`src/rtl/demux_frame_sequencer_pkg.sv`:
```
// demux_pkg: shared widths and sequencer state encoding for the demux frame driver
package demux_pkg;
  localparam int SEL_W = 3;
  localparam int NUM_CH = 8;
  typedef enum logic [1:0] {IDLE, SHIFT, GAP} state_t;
endpackage

```
`src/rtl/demux_frame_sequencer_if.sv`:
```
// demux_frame_sequencer_if: valid/ready frame request channel {dest, payload}
interface demux_frame_sequencer_if #(parameter int W = 8);
  import demux_pkg::*;
  logic in_valid;
  logic in_ready;
  logic [SEL_W-1:0] in_dest;
  logic [W-1:0] in_data;
  modport master (output in_valid, in_dest, in_data, input in_ready);
  modport slave (input in_valid, in_dest, in_data, output in_ready);
endinterface

```
`src/rtl/demux_frame_sequencer_piso_shreg.sv`:
```
// piso_shreg: parallel load, LSB-first shift, registered serial out that idles low
module piso_shreg #(parameter int W = 8) (
  input  logic         clk,
  input  logic         rst_n,
  input  logic         load,
  input  logic         shift,
  input  logic [W-1:0] data,
  output logic         q
);
  logic [W-1:0] sh;
  always_ff @(posedge clk or negedge rst_n)
    if (!rst_n) begin
      sh <= '0;
      q <= 1'b0;
    end else begin
      q <= load ? data[0] : shift ? sh[0] : 1'b0;
      sh <= load ? data >> 1 : shift ? sh >> 1 : sh;
    end
endmodule

```
`src/rtl/demux_frame_sequencer.sv`:
```
// demux_frame_sequencer: holds S=dest and serialises the payload LSB-first onto D,
// forcing D low between frames so every demux output idles low.
module demux_frame_sequencer #(
  parameter int W = 8,
  parameter int GAP = 1
) (
  input  logic clk,
  input  logic rst_n,
  demux_frame_sequencer_if.slave bus,
  output logic [2:0] S,
  output logic D,
  output logic busy,
  output logic done
);
  import demux_pkg::*;
  localparam int CW = $clog2(W + 1);
  localparam int GW = GAP > 0 ? $clog2(GAP + 1) : 1;
  state_t state, nxt;
  logic [CW-1:0] cnt;
  logic [GW-1:0] gcnt;
  logic hs, last, shift;
  assign hs = bus.in_valid & bus.in_ready;
  assign last = state == SHIFT && cnt == '0;
  assign shift = state == SHIFT && cnt != '0;
  always_ff @(posedge clk or negedge rst_n)
    if (!rst_n) state <= IDLE;
    else state <= nxt;
  // the enum member GAP is qualified because the parameter GAP shadows it here
  always_comb
    nxt = (state == IDLE && bus.in_valid) ? SHIFT :
          last ? (GAP > 0 ? demux_pkg::GAP : IDLE) :
          (state == demux_pkg::GAP && gcnt == '0) ? IDLE : state;
  always_comb begin
    bus.in_ready = state == IDLE;
    busy = state != IDLE;
  end
  always_ff @(posedge clk or negedge rst_n)
    if (!rst_n) begin
      S <= '0;
      cnt <= '0;
      gcnt <= '0;
      done <= 1'b0;
    end else begin
      done <= last;
      S <= hs ? bus.in_dest : S;
      cnt <= hs ? CW'(W - 1) : shift ? cnt - 1'b1 : cnt;
      gcnt <= last ? GW'(GAP > 0 ? GAP - 1 : 0) :
              state == demux_pkg::GAP ? gcnt - 1'b1 : gcnt;
    end
  piso_shreg #(.W(W)) u_piso (
    .clk(clk),
    .rst_n(rst_n),
    .load(hs),
    .shift(shift),
    .data(bus.in_data),
    .q(D)
  );
endmodule

```
`src/flat_wrapper.sv`:
```
// flat-port wrapper written by rule: the top's interface ports become plain ports
module demux_frame_sequencer_flat import demux_pkg::*;
#(
  parameter int W = 8,
  parameter int GAP = 1
)
  (clk, rst_n, S, D, busy, done, bus_in_valid, bus_in_dest, bus_in_data, bus_in_ready);
  demux_frame_sequencer_if #(.W(W)) bus_i ();
  input  logic clk;
  input  logic rst_n;
  output logic [2:0] S;
  output logic D;
  output logic busy;
  output logic done;
  input wire logic [$bits(bus_i.in_valid)-1:0] bus_in_valid;
  input wire logic [$bits(bus_i.in_dest)-1:0] bus_in_dest;
  input wire logic [$bits(bus_i.in_data)-1:0] bus_in_data;
  output wire logic [$bits(bus_i.in_ready)-1:0] bus_in_ready;
  assign bus_i.in_valid = bus_in_valid;
  assign bus_i.in_dest = bus_in_dest;
  assign bus_i.in_data = bus_in_data;
  assign bus_in_ready = bus_i.in_ready;
  demux_frame_sequencer #(.W(W), .GAP(GAP)) u_core (.clk(clk), .rst_n(rst_n), .bus(bus_i), .S(S), .D(D), .busy(busy), .done(done));
endmodule
```
`config.mk`:
```
export PLATFORM = sky130hd
export DESIGN_NAME = demux_frame_sequencer_flat
export DESIGN_NICKNAME = d
export VERILOG_FILES = /design/src/rtl/demux_frame_sequencer_pkg.sv /design/src/rtl/demux_frame_sequencer_if.sv /design/src/rtl/demux_frame_sequencer_piso_shreg.sv /design/src/rtl/demux_frame_sequencer.sv /design/src/flat_wrapper.sv
export SDC_FILE = /design/constraint.sdc
export NUM_CORES = 1
export LEC_CHECK = 0
export ABC_AREA = 1
export CAP_MARGIN = 20
export CORE_ASPECT_RATIO = 0.8
export CORE_MARGIN = 3
export CORE_UTILIZATION = 48
export CTS_CLUSTER_SIZE = 30
export DETAILED_ROUTE_END_ITERATION = 16
export HOLD_SLACK_MARGIN = 0.12
export PLACE_DENSITY_LB_ADDON = 0.3
export REMOVE_ABC_BUFFERS = 1
export SYNTH_ARGS = -nofsm -noshare
export SYNTH_HDL_FRONTEND = slang
export SYNTH_HIERARCHICAL = 1
export SYNTH_SLANG_ARGS = --single-unit
```
`constraint.sdc`:
```
create_clock -name clk -period 1.4 [get_ports clk]
set_input_delay 0.28 -clock clk [delete_from_list [all_inputs] [get_ports clk]]
set_output_delay 0.28 -clock clk [all_outputs]
set_load 0.01 [all_outputs]
```
==> results.cfg <==
[synth]
ys_ff_latch = 19
synth_commonest_cells = nand2_1 (43), dfrtp_1 (19), nand3_1 (14), inv_1 (8)
async_flop_share_pct = 100.0
synth.most_common_cell = nand2_1
dominantRegCellSynth = dfrtp_1
yosysSeqAreaShare_pct = 50.73
syn_area_um2 = 937.1
ys_top_cells_by_area = dfrtp_1 (51%), nand2_1 (17%), nand3_1 (7.5%)
synth_edf_count = 0
ys_types = 24
synth.largest_area_cell = dfrtp_1
synthCells = 106
synth_area_per_cell_um2 = 8.841
synth_warnings = 6
yosysTopAreaCellShare_pct = 50.73

[floorplan]
io_pins = 21
coreArea_um2 = 1724
start_util_pct = 54.35
die_area_um2 = 2522
fp.dieH_um = 45.52
rows = 13
die-width_um = 55.40

[clock_network]
cts.htree.levels = 1
clockRootBuffer = clkbuf_4
cts_buffer_depth = 2
hold_buffers = 0
tritoncts = built
path_clk_slew_ns = 0.11
cts.sinks = 19
clock_latency_ns = 0.31
numCtsBuffers = 3

[sta]
maxSlewHeadroom_pct = 83.73
skew_ns = 0.009239
tns_ns = 0
fin_crit_ns = 1.321
max_freq_ghz = 0.7568
slew_violations = 0
hold_viol = 0
rsz0062_at_grt = false
setup_violations = 0
period_share_pct = 94.38
worst_pin_slew_ns = 0.2440

[worst_setup_path]
r2r_slack_ns = 0.11
reg2reg_to = u_core/u_piso/sh[2]$_DFFE_PN0P_
reg2reg_depth = 7
end_kind = output port
critPathRequiredTime_ns = 1.12
rr_startpoint = u_core/cnt[1]$_DFFE_PN0P_
cp.arrival_ns = 1.04
critical_path_class = flip-flop to output port
critPathMaxFanout = 3
cp-start-kind = flip-flop

[power]
total_power_w = 0.002642
power_density_nw_per_um2 = 2141
comb_power_share_pct = 53.5
cellInternalPower_w = 0.001529
netSwitchingFraction_pct = 42.13
p_seq_share_pct = 35.8
power_switching_w = 0.001113
clockPowerShare_pct = 10.7
peakVddDrop_mv = 1.649
leakage_nw = 0.6415

[run_status]
status = complete, no violations

[drt]
wl_um = 1927
dr.pass1.iters = 4
drt_iter0_drc = 23
final_antenna_net_count = 0
wl_per_cell_um = 12.12
vias = 785
viasPerCell = 4.937
drc = 0

[global_routing]
grt_use_met1_pct = 18.95
use_met3_pct = 6.516
grt_use_total_pct = 18.60
antenna_found_initial = 0
first_global_vias = 777
grt_max_degree = 20
top_usage_layer = met2
overflow = 0
grtUsageMet2_pct = 34.43
grt_pass1_wl_um = 3387

[final_layout]
area_delta_synth_final_pct = 31.64
drive_gt1_share_pct = 20.44
nets = 153
num_antenna_cells = 0

[job]
drv_cap = 0

[placement]
place.gp.congestion = 0.7982
hpwl_um = 1518
portBuffers = 20

[worst_hold_path]
hp-class = input pin to async pin
## routing by layer
metal | share of wire (%) | up-vias
met3 | 5.3 | 5
met2 | 50 | 17
li1 | - | 395
met1 | 43 | 368
met5 | 0 | -
met4 | 2.0 | 0
## what timing repair did
action,CTS,global route
gates resized for setup,13,1
pin swaps,1,0
endpoints found under the setup margin,7,7
buffers inserted,1,0
## registers in the layout (all words and copies together), names as in the netlist
signal,flops
u_core/cnt,4
u_core/S,3
u_core/u_piso/q,1
u_core/u_piso/sh,7
u_core/gcnt,1
u_core/state,2
u_core/done,1
## final cells by class
class                      instances  area [um2]
fill                             148       490.5
sequential                        19       475.5
multi-input combinational         74       392.9
timing repair buffer              29       264.0
inverter                          11       46.29
tap                               22       27.53
clock buffer                       3       22.52
clock inverter                     1       5.005
## cells by family after synthesis
logic type,share of synthesized area (%)
xor+xnor,0.9348
simple gates,34.31
fa+ha+maj,1.335
compound gates,5.073
buf+inv,7.610
flops,50.73
## worst max-delay path, cell delays in order, from the launching register on
cell	delay, ns
dfrtp_1	0.43
nor2_4	0.13
inv_1	0.05
buf_2	0.13
## stage by stage
stage          std cells  hold slack [ns]  worst slack, ns  instance area (um2)  utilization (%)
2_1_floorplan        104         -0.01559          0.09786                912.1                -
3_3_place_gp         154           0.4630          0.05413                 1212            70.32
3_5_place_dp         154           0.4682          0.01819                 1212            70.32
4_1_cts              159           0.2840          0.04979                 1231            71.41
5_1_grt              159           0.2888         0.006866                 1234            71.55
6_report             159           0.2874          0.07866                 1234            71.55
## how the worst max path moves through the flow
stage,start,endpoint,cells past startpoint
2_1_floorplan,u_core/cnt[0]$_DFFE_PN0P_,u_core/u_piso/sh[1]$_DFFE_PN0P_,7
3_3_place_gp,bus_in_valid,u_core/u_piso/sh[5]$_DFFE_PN0P_,6
3_5_place_dp,u_core/state[1]$_DFFE_PN0P_,bus_in_ready,2
4_1_cts,u_core/cnt[1]$_DFFE_PN0P_,u_core/u_piso/sh[2]$_DFFE_PN0P_,7
5_1_grt,u_core/state[1]$_DFFE_PN0P_,busy,3
6_report,u_core/state[1]$_DFFE_PN0P_,busy,3
## cell usage in the layout (no fill, tap or decap), drive strengths merged
cell type,count
nand2,45
dfrtp,19
nand3,15
clkdlybuf4s50,13
inv,11
buf,11
dlygate4sd2,5
nor2,5
clkbuf,3
o21ai,3
a21oi,2
clkinv,1
xor2,1
nand4,1
o211ai,1
ha,1
## power by group through the flow
stage	sequential (W)	clock, W	combinational [W]
after floorplan	0.000967	0	0.000833
after global placement	0.000952	0	0.00139
after detailed placement	0.000963	0	0.00147
after CTS	0.000946	0.000296	0.00142
after global routing	0.000980	0.000321	0.00157
final	0.000946	0.000283	0.00141
Note: power is estimated with default switching activity, not from simulation.
